## src/rtl/alu_share_ctrl.sv

```systemverilog
// Round-robin sequencer that shares a single ALU between two requesters and
// returns each result, with its overflow flag, on a valid/ready response channel.
module alu_share_ctrl #(
    parameter int DATA_W  = 6,
    parameter int LATENCY = 1
) (
    input  logic                   clk,
    input  logic                   reset,
    input  logic [1:0]             req_valid,
    output logic [1:0]             req_ready,
    input  logic [1:0][DATA_W-1:0] req_a,
    input  logic [1:0][DATA_W-1:0] req_b,
    input  logic [1:0][2:0]        req_op,
    output logic [DATA_W-1:0]      alu_a,
    output logic [DATA_W-1:0]      alu_b,
    output logic [2:0]             alu_select,
    input  logic [DATA_W-1:0]      alu_result,
    input  logic                   alu_of,
    output logic                   rsp_valid,
    input  logic                   rsp_ready,
    output logic                   rsp_id,
    output logic [DATA_W-1:0]      rsp_data,
    output logic                   rsp_of,
    output logic                   rsp_err,
    output logic                   busy
);

    localparam logic [2:0] PARK  = 3'b010;
    localparam int         CNT_W = (LATENCY > 1) ? $clog2(LATENCY) : 1;

    typedef enum logic [1:0] {IDLE, ISSUE, WAIT, RESP} state_t;

    state_t           state;
    state_t           next_state;
    logic [CNT_W-1:0] wait_cnt;
    logic             last_grant;
    logic             grant;
    logic             any_valid;
    logic             op_illegal;

    // With both requesters valid the one not served last time wins.
    always_comb begin
        any_valid  = |req_valid;
        grant      = (req_valid == 2'b11) ? ~last_grant : req_valid[1];
        op_illegal = (req_op[grant][2:1] == 2'b01);
    end

    always_ff @(posedge clk or negedge reset) begin
        if (!reset) begin
            state <= IDLE;
        end else begin
            state <= next_state;
        end
    end

    always_comb begin
        next_state = state;
        req_ready  = 2'b00;
        case (state)
            IDLE: begin
                if (any_valid) begin
                    req_ready[grant] = 1'b1;
                    next_state       = op_illegal ? RESP : ISSUE;
                end
            end
            ISSUE: next_state = WAIT;
            WAIT: begin
                if (wait_cnt == '0) begin
                    next_state = RESP;
                end
            end
            RESP: begin
                if (rsp_ready) begin
                    next_state = IDLE;
                end
            end
            default: next_state = IDLE;
        endcase
    end

    assign rsp_valid = (state == RESP);
    assign busy      = (state != IDLE);

    // ALU drive is registered so it is visible exactly during ISSUE and WAIT.
    always_ff @(posedge clk or negedge reset) begin
        if (!reset) begin
            alu_a      <= '0;
            alu_b      <= '0;
            alu_select <= PARK;
            wait_cnt   <= '0;
            last_grant <= 1'b1;
            rsp_id     <= 1'b0;
            rsp_data   <= '0;
            rsp_of     <= 1'b0;
            rsp_err    <= 1'b0;
        end else begin
            case (state)
                IDLE: begin
                    if (any_valid) begin
                        last_grant <= grant;
                        rsp_id     <= grant;
                        if (op_illegal) begin
                            rsp_data <= '0;
                            rsp_of   <= 1'b0;
                            rsp_err  <= 1'b1;
                        end else begin
                            alu_a      <= req_a[grant];
                            alu_b      <= req_b[grant];
                            alu_select <= req_op[grant];
                        end
                    end
                end
                ISSUE: begin
                    wait_cnt <= CNT_W'(LATENCY - 1);
                end
                WAIT: begin
                    if (wait_cnt == '0) begin
                        rsp_data   <= alu_result;
                        rsp_of     <= alu_of;
                        rsp_err    <= 1'b0;
                        alu_a      <= '0;
                        alu_b      <= '0;
                        alu_select <= PARK;
                    end else begin
                        wait_cnt <= wait_cnt - 1'b1;
                    end
                end
                default: ;
            endcase
        end
    end

endmodule
```

## config.mk

```make
export PLATFORM = sky130hd
export DESIGN_NAME = alu_share_ctrl
export DESIGN_NICKNAME = d
export VERILOG_FILES = /design/src/rtl/alu_share_ctrl.sv
export SDC_FILE = /design/constraint.sdc
export NUM_CORES = 1
export LEC_CHECK = 0
export BUFFER_PORTS_ARGS = -buffer_cell sky130_fd_sc_hd__buf_2
export CORE_MARGIN = 2
export CORE_UTILIZATION = 45
export CTS_CLUSTER_SIZE = 40
export DETAILED_ROUTE_END_ITERATION = 10
export PLACE_DENSITY = 0.8
export SLEW_MARGIN = 20
export SYNTH_ARGS = -nofsm -noshare
export SYNTH_HDL_FRONTEND = slang
export SYNTH_SLANG_ARGS = --single-unit
```

## constraint.sdc

```tcl
create_clock -name clk -period 4.65 [get_ports clk]
set_input_delay 0.93 -clock clk [delete_from_list [all_inputs] [get_ports clk]]
set_output_delay 0.93 -clock clk [all_outputs]
set_load 0.1 [all_outputs]
```

==> results of run 1 <==
-- critical path, stage by stage --
cell and delay, ns:
buf_2 0.14, a21boi_4 0.66, and2_1 0.25, buf_2 0.43
-- worst max path at each step --
stage | end | slack (ns) | depth (start not counted)
after floorplan | req_ready[0] | 0.97 | 4
after global placement | req_ready[1] | 1.35 | 4
after detailed placement | req_ready[1] | 1.32 | 4
after CTS | req_ready[1] | 1.31 | 4
after global routing | req_ready[0] | 1.22 | 5
final | req_ready[1] | 1.30 | 4
-- flip-flops by register name, summed over array words and instances, names as in the netlist --
register / cells
alu_a: 6
alu_b: 6
alu_select: 3
last_grant: 1
rsp_data: 6
rsp_err: 1
rsp_id: 1
rsp_of: 1
state: 2
-- per-stage QoR --
step	hold WS, ns	cells
after CTS	0.496	239
final	0.493	239
after detailed placement	0.464	235
after floorplan	0.500	130
after global placement	0.455	235
after global routing	0.515	239
-- Yosys cell counts --
cell type / n
or3_4: 1
nor4b_1: 1
a32oi_1: 2
a221oi_1: 1
inv_1: 4
ha_1: 3
mux2i_4: 1
buf_2: 3
nor2b_1: 5
a21boi_4: 1
buf_6: 1
a311o_1: 1
a221o_1: 8
o32ai_1: 1
a21oi_1: 3
nand2_1: 4
dfrtp_1: 25
o32a_1: 1
a211oi_1: 1
nor3_1: 1
a31oi_1: 1
a21o_1: 1
and2_1: 3
buf_1: 2
or2_2: 1
clkbuf_1: 2
mux2i_1: 21
and3_1: 1
nand2b_1: 3
a2bb2oi_1: 1
nor2_1: 11
o2bb2ai_1: 13
dfstp_2: 2
-- final cells by class --
cell class,count,area [sq um]
fill,296,1240
multi-input combinational,91,746
inverter,4,15.0
clock buffer,4,26.3
tap,44,55.1
timing repair buffer,69,345
sequential,27,678
-- metal layers --
metal,part of all wire [%],up-vias,GRT usage (%)
met2,52,46,33.4
met5,0,-,0
li1,-,618,-
met4,1.8,0,8.81
met3,5.8,5,2.94
met1,41,653,25.2
-- cells in the final DEF, fill, tap and decap left out, types with 2 or more instances in the layout --
cell type and instances:
dfstp_2 2, dfrtp_1 25, mux2i_1 21, and2_1 3, nand2_1 4, inv_1 4, nand2b_1 3, clkbuf_4 3
nor2b_1 5, buf_2 69, o2bb2ai_1 13, a21oi_1 3, a221o_1 8, ha_1 3, a32oi_1 2, nor2_1 11
-- logic make-up after synthesis --
group / after synthesis
buffers and inverters: 12
flip-flops: 27
AND/OR/NAND/NOR: 31
multiplexers: 22
adder cells (fa/ha/maj): 3
AO/OA/AOI/OAI: 35
==> results.txt, run 1 <==
- Worst Hold End: rsp_id
* Vias per inst: about 5.5
* Simple logic cell fraction of the synthesized area: between 10% and 20%
* Arrival time at the worst endpoint: 2.42 ns
- Clock tree synthesis inserted a total of 3 buffers.
- The initial utilization of the core area, before any placement, comes to 47.7%.
* Pin count of the biggest net entering global routing: 28
- Relative slew slack: 29.5%
- Overall die area: approximately 3800 sq um
- Before CTS, the worst setup slack after placement is 1.32 ns.
- The first global-routing pass estimated 5.55 mm of wire.
- Number of search-and-repair iterations in the first detailed-routing pass: 4
- In this run, the number of DRC markers left after iteration 0 of detailed routing was 73.
* Placer congestion estimate: approximately 0.77
* Avg WL per Cell: 15.1 um
- In this run the biggest area consumer among cell types represents 42.3% of the synthesized area.
* HPWL after detailed placement: 2.74 mm
- Clock tree from TritonCTS: yes
- Post-synthesis sequential element count: 27
- The synthesized netlist devotes between 20% and 30% of its cell area to compound gates.
- Number of cells upsized or downsized after cts: 0
- The number of cells on the worst reg-to-reg path is 4.
- In the post-synthesis netlist, the biggest area contributors are dfrtp_1 42%, mux2i_1 14%, o2bb2ai_1 7.7%.
- Vertical die dimension: 61.4 um
* End of the worst register-to-register path: alu_select[0]
* Final Cycle Share: 72.0%
* Share of final-layout standard cells stronger than drive strength 1: 40.0%
* Synthesized area divided by synthesized cell count: between 10 and 15 sq um
- Clock tree synthesis selected as its root buffer the cell clkbuf_4.
- After Yosys synthesis, full adders, half adders and majority gates account for under 10% of the synthesized area.
- The path class of the tightest hold or removal check is register to register.
- Fraction of the core area covered by cells at the end of the flow: 60.1%
- Number of setup violations in the final report: 0
* Total grt overflow: 0
* XOR/XNOR Fraction of Synth Area: 0%
- Portion of netlist area occupied by mux cells: 15.7%
* DIE WIDTH: roughly 60 um
- Overall Global Routing Usage: 19.8%
- Setup ws final: 1.30 ns
- In this run the number of H-tree levels came out at 1.
- Number of warning messages in the yosys log: 0
- After routing, the total negative slack on setup checks comes to 0 ns.
- For the final database, setup skew stands at 0.00849 ns.
- Sink count of the clock tree: 27
* Total non-filler cell area in the finished layout: 1870 sq um
- Status: complete, no violations
- Across all register-to-register paths, the minimum setup slack is 2.03 ns.
- Boundary pin count: 70
* Kind of capture point of the worst setup path: primary output
* Leading area contributor after synthesis: dfrtp_1
- At the pin with the least slew margin, the transition time is 1.05 ns.
- In the routed design, unresolved DRC markers number 0.
- After synthesis the cells add up to around 1500 sq um.
- Count of hold buffers inserted by post-cts repair: 0
- Synthesis produced a netlist with a net count of 175.
- Cell count of the worst hold path: 1
- The number of setup buffers added after CTS is 0.
* Launching point of the worst reg2reg path: last_grant
* Via count of the first global-routing pass: 1,258
- Count of distinct cell types in the synthesized netlist: 33
* Port bufs: 69
- Row generation in the floorplan step produced 20 rows.
- Maximum buffer depth of the clock tree: 2
- Critical Path RT: 3.72 ns
- Number of hold-slack violations in the final timing report: 0
- The repair_antennas step left the layout with diodes totalling 0.
* Largest family of logic cells by synthesized area: compound AO/OA/AOI/OAI gates
* Maximum net fanout on the critical path: 21
- STA classifies the critical path startpoint as an input port.
- Static timing analysis puts the maximum clock frequency at 299 MHz.
* Sequential element share of the synthesized area: 45.8%
- The worst setup path is of the input port to primary output kind.
* Number of antenna violations at the first check in global routing: 0
- In this run the remaining antenna-violating nets after routing total 0.
- The tool flagged a number of max-cap violations equal to 0.
- After detailed placement, the total cell area comes to 1840 sq um.
- Relative to the synthesized area, the layout overhead comes to 26.0%.
- Area of the core region: just over 3000 sq um
* Source of the worst hold timing path: rsp_id
- For this run, the post-layout net count is between 200 and 250.
* Later-pin clock latency in the skew report: 0.33 ns
- Counting every instance in the synthesized netlist gives 130.
* WL final: between 3 and 4 mm
- Startpoint of the most critical setup path: req_valid[0]
* Setup repair after global routing missed its margin: no
- The number of max-slew violations in the final report came to 0.
* Clock slew at the register clock pins of the worst setup and hold paths: 0.14 ns
- Time the worst path needs with I/O delays and setup: approximately 3.3 ns
* Detailed-route via count: about 1,300
Power of run 1 is left out: the tool's default activity adds up to more than one toggle a clock period on the data nets, which glitch-free logic cannot reach.
==> run 2, diff against run 1 <==
==> constraint.sdc (replaced) <==
create_clock -name clk -period 3.4 [get_ports clk]
set_input_delay 0.68 -clock clk [delete_from_list [all_inputs] [get_ports clk]]
set_output_delay 0.68 -clock clk [all_outputs]
set_load 0.1 [all_outputs]
==> run 2 against run 1 <==
Effect of this change:
- via count is 1.7% lower
- cell count is 0.84% higher
- worst hold slack worse by 0.16 ns
- non-clock buffer count is 2 higher
- critical path type is now register to primary output
- die area stayed put
- sequential share of layout area is 0.36 points lower
- first-iteration DRC count is 38% lower
==> results.txt, run 2 (same netlist as run 1, synthesis figures left out) <==
- The first-pass iteration count of the detailed router is 4 (unchanged).
- The count of instances resized after the clock tree is built is 0 (unchanged).
* Kind of capture point of the worst setup path: primary output
* Pin count of the biggest net entering global routing: 28 (unchanged)
- The worst-case reg-to-reg path depth is 5 (+1).
- The critical path ends at req_ready[0].
- Overall Global Routing Usage: 19.8% (+0.026 points)
- The number of fill cells came to 298 (+0.68%).
- The setup total negative slack was 0 ns (unchanged).
- Boundary pin count: 70 (unchanged)
- Skew final: 0.0122 ns (+0.00373 ns)
* Number of rows in the core area: 20 (unchanged)
* Avg WL per Cell: 15.1 um (about the same)
* Detailed-route via count: 1,300 (-1.7%)
- Area of the core region: 3100 sq um (unchanged)
* Area Overhead vs Synth: 27.3%
- The worst endpoint required time is 2.72 ns (-1.00 ns).
- The final antenna diode count was 0 (unchanged).
* Total non-filler cell area in the finished layout: 1880 sq um (+1.0%)
- Maxcap violations: 0 (unchanged)
- The initial antenna violation count was 0 (unchanged).
- The overall die width is 61.4 um (unchanged).
- The headroom to the max-slew limit came to 53.1% (+24 points).
* Most common cell after layout, fill and taps aside: buf_2
- Slack of the worst reg-to-reg path: 1.22 ns (-0.81 ns)
* Setup repair after global routing missed its margin: no
- The setup violation total in the final timing report is 0 (unchanged).
* Global-route wire length before repair: 5.45 mm (-1.9%)
* Via count of the first global-routing pass: 1,232 (-2.1%)
* End of the worst register-to-register path: alu_b[0]
- HPWL after detailed placement: 2.77 mm (+1.3%)
* Worst Max-Slew Pin Slew: 0.703 ns (-0.351 ns)
- The clock transition at the registers of the reported paths is 0.15 ns (about the same).
- Post-place instance area: 1850 sq um (+0.82%)
* Iteration-0 DRC Markers: 45 (-38%)
* Net total in the final layout: 243 (+0.83%)
- Share of final-layout standard cells stronger than drive strength 1: 41.1% (+1.1 points)
- Launching point of the worst reg2reg path: state[0]
- TritonCTS built the clock tree.
- The maximum buffer depth of the clock tree is 2 (unchanged).
* CTS H-Tree Depth: 1 (unchanged)
* Cell at the root of the clock tree: clkbuf_4
- Worst hold-check path type: input port to asynchronous set/reset pin
- Maximum net fanout on the critical path: 22 (+4.8%)
- Vias per inst: 5.39 (-2.5%)
- Final Cycle Share: roughly 87%
- Based on the critical path, the design can be clocked at up to ~340 MHz.
* Vertical die dimension: 61.4 um (unchanged)
* Startpoint of the most critical setup path: state[0]
- The worst-case setup slack after placement is 0.815 ns (-0.505 ns).
- Number of hold-slack violations in the final timing report: 0 (unchanged)
* Time the worst path needs with I/O delays and setup: 2.97 ns
- Total grt overflow: 0 (unchanged)
- The number of clock sinks was 27 (unchanged).
- The remaining antenna violation count came to 0 (unchanged).
- Post-CTS Setup Bufs: 0 (unchanged)
- Largest registers in the final layout: alu_a: 6 flops, alu_b: 6 flops, rsp_data: 6 flops
* Drt drc: 0 (unchanged)
* Arrival time at the worst endpoint: 2.29 ns (-0.13 ns)
* Overall die area: 3760 sq um (unchanged)
* Commonest non-fill, non-tap cells in the layout: 69 x buf_2, 25 x dfrtp_1, 21 x mux2i_1, 13 x o2bb2ai_1, 11 x nor2_1
* Startpoint type of the worst setup path: register
* Initial Util: 47.7% (unchanged)
* Classification of the worst setup path: register to primary output
- The weighted congestion at the end of routability-driven global placement came to 0.797 (+3.0%).
- The run finished with clean final reports.
- The clock latency on the worst-skew pair was 0.33 ns (about the same).
- Max-slew violation count: 0 (unchanged)
- The number of placed instances, taps included came to 237 (+0.85%).
- Port bufs: 69 (unchanged)
- Total clock buffers created by CTS: 3 (unchanged)
- The worst setup slack after layout was 0.428 ns (-0.876 ns).
- The hold buffer count at cts came to 0 (unchanged).
- WL final: 3.63 mm (+0.81%)
- Final cell count without fillers: 241 (+0.84%)
[run 2: critical path, stage by stage (launching register included)]
cell and delay, ns:
dfrtp_1 0.43, inv_1 0.09, ha_1 0.59, nand2_1 0.27, nor2_1 0.14, buf_2 0.44
[run 2: worst min path at each step]
stage / start / endpoint / slack [ns]
2_1_floorplan: reset / alu_a[0] / 0.38
4_1_cts: reset / alu_select[2] / 0.34
5_1_grt: reset / alu_a[3] / 0.37
3_3_place_gp: alu_a[3] / alu_a[3] / 0.47
3_5_place_dp: alu_b[2] / alu_b[2] / 0.47
6_report: reset / rsp_id / 0.33
[run 2: cell type report]
class / count / area, sq um / area share (%)
clock buffer: 3 / 22.5 / 1.20
clock inverter: 1 / 7.51 / 0.398
inverter: 4 / 15.0 / 0.797
multi-input combinational: 91 / 746 / 39.6
sequential: 27 / 678 / 36.0
tap: 44 / 55.1 / 2.92
timing repair buffer: 71 / 360 / 19.1
[run 2: routing by layer]
metal,vias up,track usage [%],wire length (um),part of all wire (%)
met4,0,8.51,48,1.3
li1,625,-,-,-
met3,4,2.10,152,4.2
met2,39,34.5,1910,53
met5,-,0,0,0
met1,632,25.0,1520,42
[run 2: stage by stage]
stage	utilization, %	hold slack [ns]
finish	60.7	0.333
global route	60.7	0.365
CTS	60.7	0.339
detailed placement	59.8	0.470
global placement	59.8	0.471
floorplan	-	0.384
Power of run 2 is left out for the same reason.
==> run 3, diff against run 2 <==
--- a/config.mk
+++ b/config.mk
@@ -6,7 +6,6 @@
 export NUM_CORES = 1
 export LEC_CHECK = 0
 export BUFFER_PORTS_ARGS = -buffer_cell sky130_fd_sc_hd__buf_2
-export CORE_MARGIN = 2
 export CORE_UTILIZATION = 45
 export CTS_CLUSTER_SIZE = 40
 export DETAILED_ROUTE_END_ITERATION = 10
==> run 3 against run 2 <==
Effect of this change:
- die area down 6.4%
- critical endpoint unchanged
- count of clock-buffer cells in the layout unchanged
- cell count is the same
- utilization increased by 0.41 points
- clock skew fell by 0.010 ns
- highest routed layer unchanged
- critical path depth unchanged
- worst hold slack worse by 0.0080 ns
- register-to-register slack got worse by 0.05 ns
- non-clock buffer count is the same
- via count increased by 0.92%
- global-route usage rose by 1.4 points
- sequential cell count stayed put
==> results.txt, run 3 (same netlist as run 1, synthesis figures left out) <==
- Skew final: 0.00184 ns (-0.0104 ns)
* Placer congestion estimate: 0.827 (+3.8%)
- Startpoint type of the worst setup path: register
- Kind of capture point of the worst setup path: primary output
* Post-CTS Setup Bufs: 0 (unchanged)
* Setup repair after global routing missed its margin: no
- Slack of the worst reg-to-reg path: 1.17 ns (-0.05 ns)
* Overall Global Routing Usage: 21.2% (+1.4 points)
- The setup violation total in the final timing report came to 0 (unchanged).
* WL final: 3.60 mm (-0.94%)
- Setup ws final: 0.384 ns (-0.0435 ns)
- Number of rows in the core area: 20 (unchanged)
- Arrival time at the worst endpoint: 2.34 ns (+0.05 ns)
- Avg WL per Cell: 14.9 um (-0.94%)
- The tree is rooted in a clkbuf_4.
* Port bufs: 69 (unchanged)
- Compared with the post-synthesis result, the final layout area differs by 27.1%.
- The headroom to the max-slew limit came to 50.8% (-2.3 points).
- The post-layout net count was 243 (unchanged).
- The clock latency on the worst-skew pair was 0.33 ns (about the same).
- The total global routing overflow came to 0 (unchanged).
- Count of hold buffers inserted by post-cts repair: 0 (unchanged)
- The effective utilization at floorplan was 48.1% (+0.39 points).
- The highest net fanout along the worst path was 22 (unchanged).
* Number of cells upsized or downsized after cts: 0 (unchanged)
- Clock tree from TritonCTS: yes
- The via total after detailed routing is 1,312 (+0.92%).
* Capturing instance or port of the critical path: req_ready[0]
- Area of the core region: 3080 sq um (-0.81%)
- Final total negative setup slack: 0 ns (unchanged)
- The overall die width is 59.4 um (-3.3%).
* Boundary pin count: 70 (unchanged)
* Pin count of the biggest net entering global routing: 28 (unchanged)
- Worst Max-Slew Pin Slew: 0.738 ns (+0.0348 ns)
- The number of clock sinks is 27 (unchanged).
- Most common cell after layout, fill and taps aside: buf_2
- The number of fill cells came to 281 (-5.7%).
* Status: complete, no violations
- The average vias per placed instance is 5.44 (+0.92%).
* Launching point of the worst reg2reg path: state[0]
- Final Cycle Share: 88.7% (+1.3 points)
* Total clock buffers created by CTS: 3 (unchanged)
- Highest achievable clock rate: 332 MHz (-1.4%)
- Number of antenna violations at the first check in global routing: 0 (unchanged)
* Cell type of the slowest stage on the worst timing path: ha_1
* Diodes inserted: 0 (unchanged)
* Critical Path RT: 2.72 ns (about the same)
- The share of final-layout standard cells stronger than drive strength 1 was 41.1% (unchanged).
- Classification of the worst setup path: register to primary output
- The worst register-to-register path ends at rsp_data[0].
- Startpoint of the most critical setup path: state[0]
- The max-cap violation count was 0 (unchanged).
* Global-route wire length before repair: 5.62 mm (+3.2%)
- In the layout the commonest cells are 69 x buf_2, 25 x dfrtp_1, 21 x mux2i_1, 13 x o2bb2ai_1, 11 x nor2_1.
- Drt drc: 0 (unchanged)
- The maximum buffer depth of the clock tree came to 2 (unchanged).
* Time the worst path needs with I/O delays and setup: 3.02 ns (+0.0435 ns)
- The CTS H-tree depth is 1 (unchanged).
- The min-delay analysis places its worst path in the category input port to asynchronous set/reset pin.
- The detailed placement HPWL came to 2.73 mm (-1.3%).
* Crit-path cells: inv_1, ha_1, nand2_1, nor2_1, buf_2
- The clock transition at the registers of the reported paths is 0.14 ns (about the same).
- Reg2reg path depth: 5 (unchanged)
- Vertical die dimension: 59.4 um (-3.3%)
* Overall die area: 3520 sq um (-6.4%)
* Max-slew violation count: 0 (unchanged)
- The final hold slack was 0.325 ns (-0.00804 ns).
* Antenna-violating nets left: 0 (unchanged)
- Largest registers in the final layout: alu_a: 6 flops, alu_b: 6 flops, rsp_data: 6 flops
* Number of search-and-repair iterations in the first detailed-routing pass: 6 (+2)
- The number of global-route vias before repair is 1,277 (+3.7%).
- The starting DRC count in detailed routing is 34 (-24%).
* Delay of the slowest cell on the worst path: 0.64 ns (+0.05 ns)
- Post-Place Setup Slack: 0.772 ns (-0.0435 ns)
* Number of hold-slack violations in the final timing report: 0 (unchanged)
==> run 3: cell count changes in the layout (fill, tap and decap cells not counted), sizes merged <==
cell,change
clkinv,+1
clkinvlp,-1
==> run 3: critical path, delay by kind of cell (launching register included) <==
family        cells  cell delay, ns
buf+inv           2            0.54
fa+ha+maj         1            0.64
simple gates      2            0.39
flops             1            0.43
==> run 3: metrics by stage <==
stage / instance area [sq um] / utilization, % / instances
after floorplan: 1480 / - / 130
after global placement: 1850 / 60.2 / 237
after detailed placement: 1850 / 60.2 / 237
after CTS: 1880 / 61.1 / 241
after global routing: 1880 / 61.1 / 241
final: 1880 / 61.1 / 241
==> run 3: layer usage <==
layer	wire length [um]	GRT usage, %
met1	1480	25.2
met2	1960	38.2
met3	115	2.40
met4	40	9.52
met5	0	0
==> run 3: worst min path at each step <==
| stage | endpoint | slack [ns] |
|---|---|---|
| after floorplan | alu_a[0] | 0.38 |
| after global placement | rsp_id | 0.47 |
| after detailed placement | alu_select[0] | 0.47 |
| after CTS | alu_a[0] | 0.35 |
| after global routing | alu_select[2] | 0.36 |
| final | alu_select[2] | 0.33 |
==> run 3: cell type report <==
class	instances	area (sq um)	share of cell area (%)
Clock buffer	3	22.5	1.20
Clock inverter	1	5.00	0.266
Inverter	4	15.0	0.798
Multi-Input combinational cell	91	746	39.6
Sequential cell	27	678	36.0
Tap cell	44	55.1	2.93
Timing Repair Buffer	71	360	19.1
Power of run 3 is left out for the same reason.
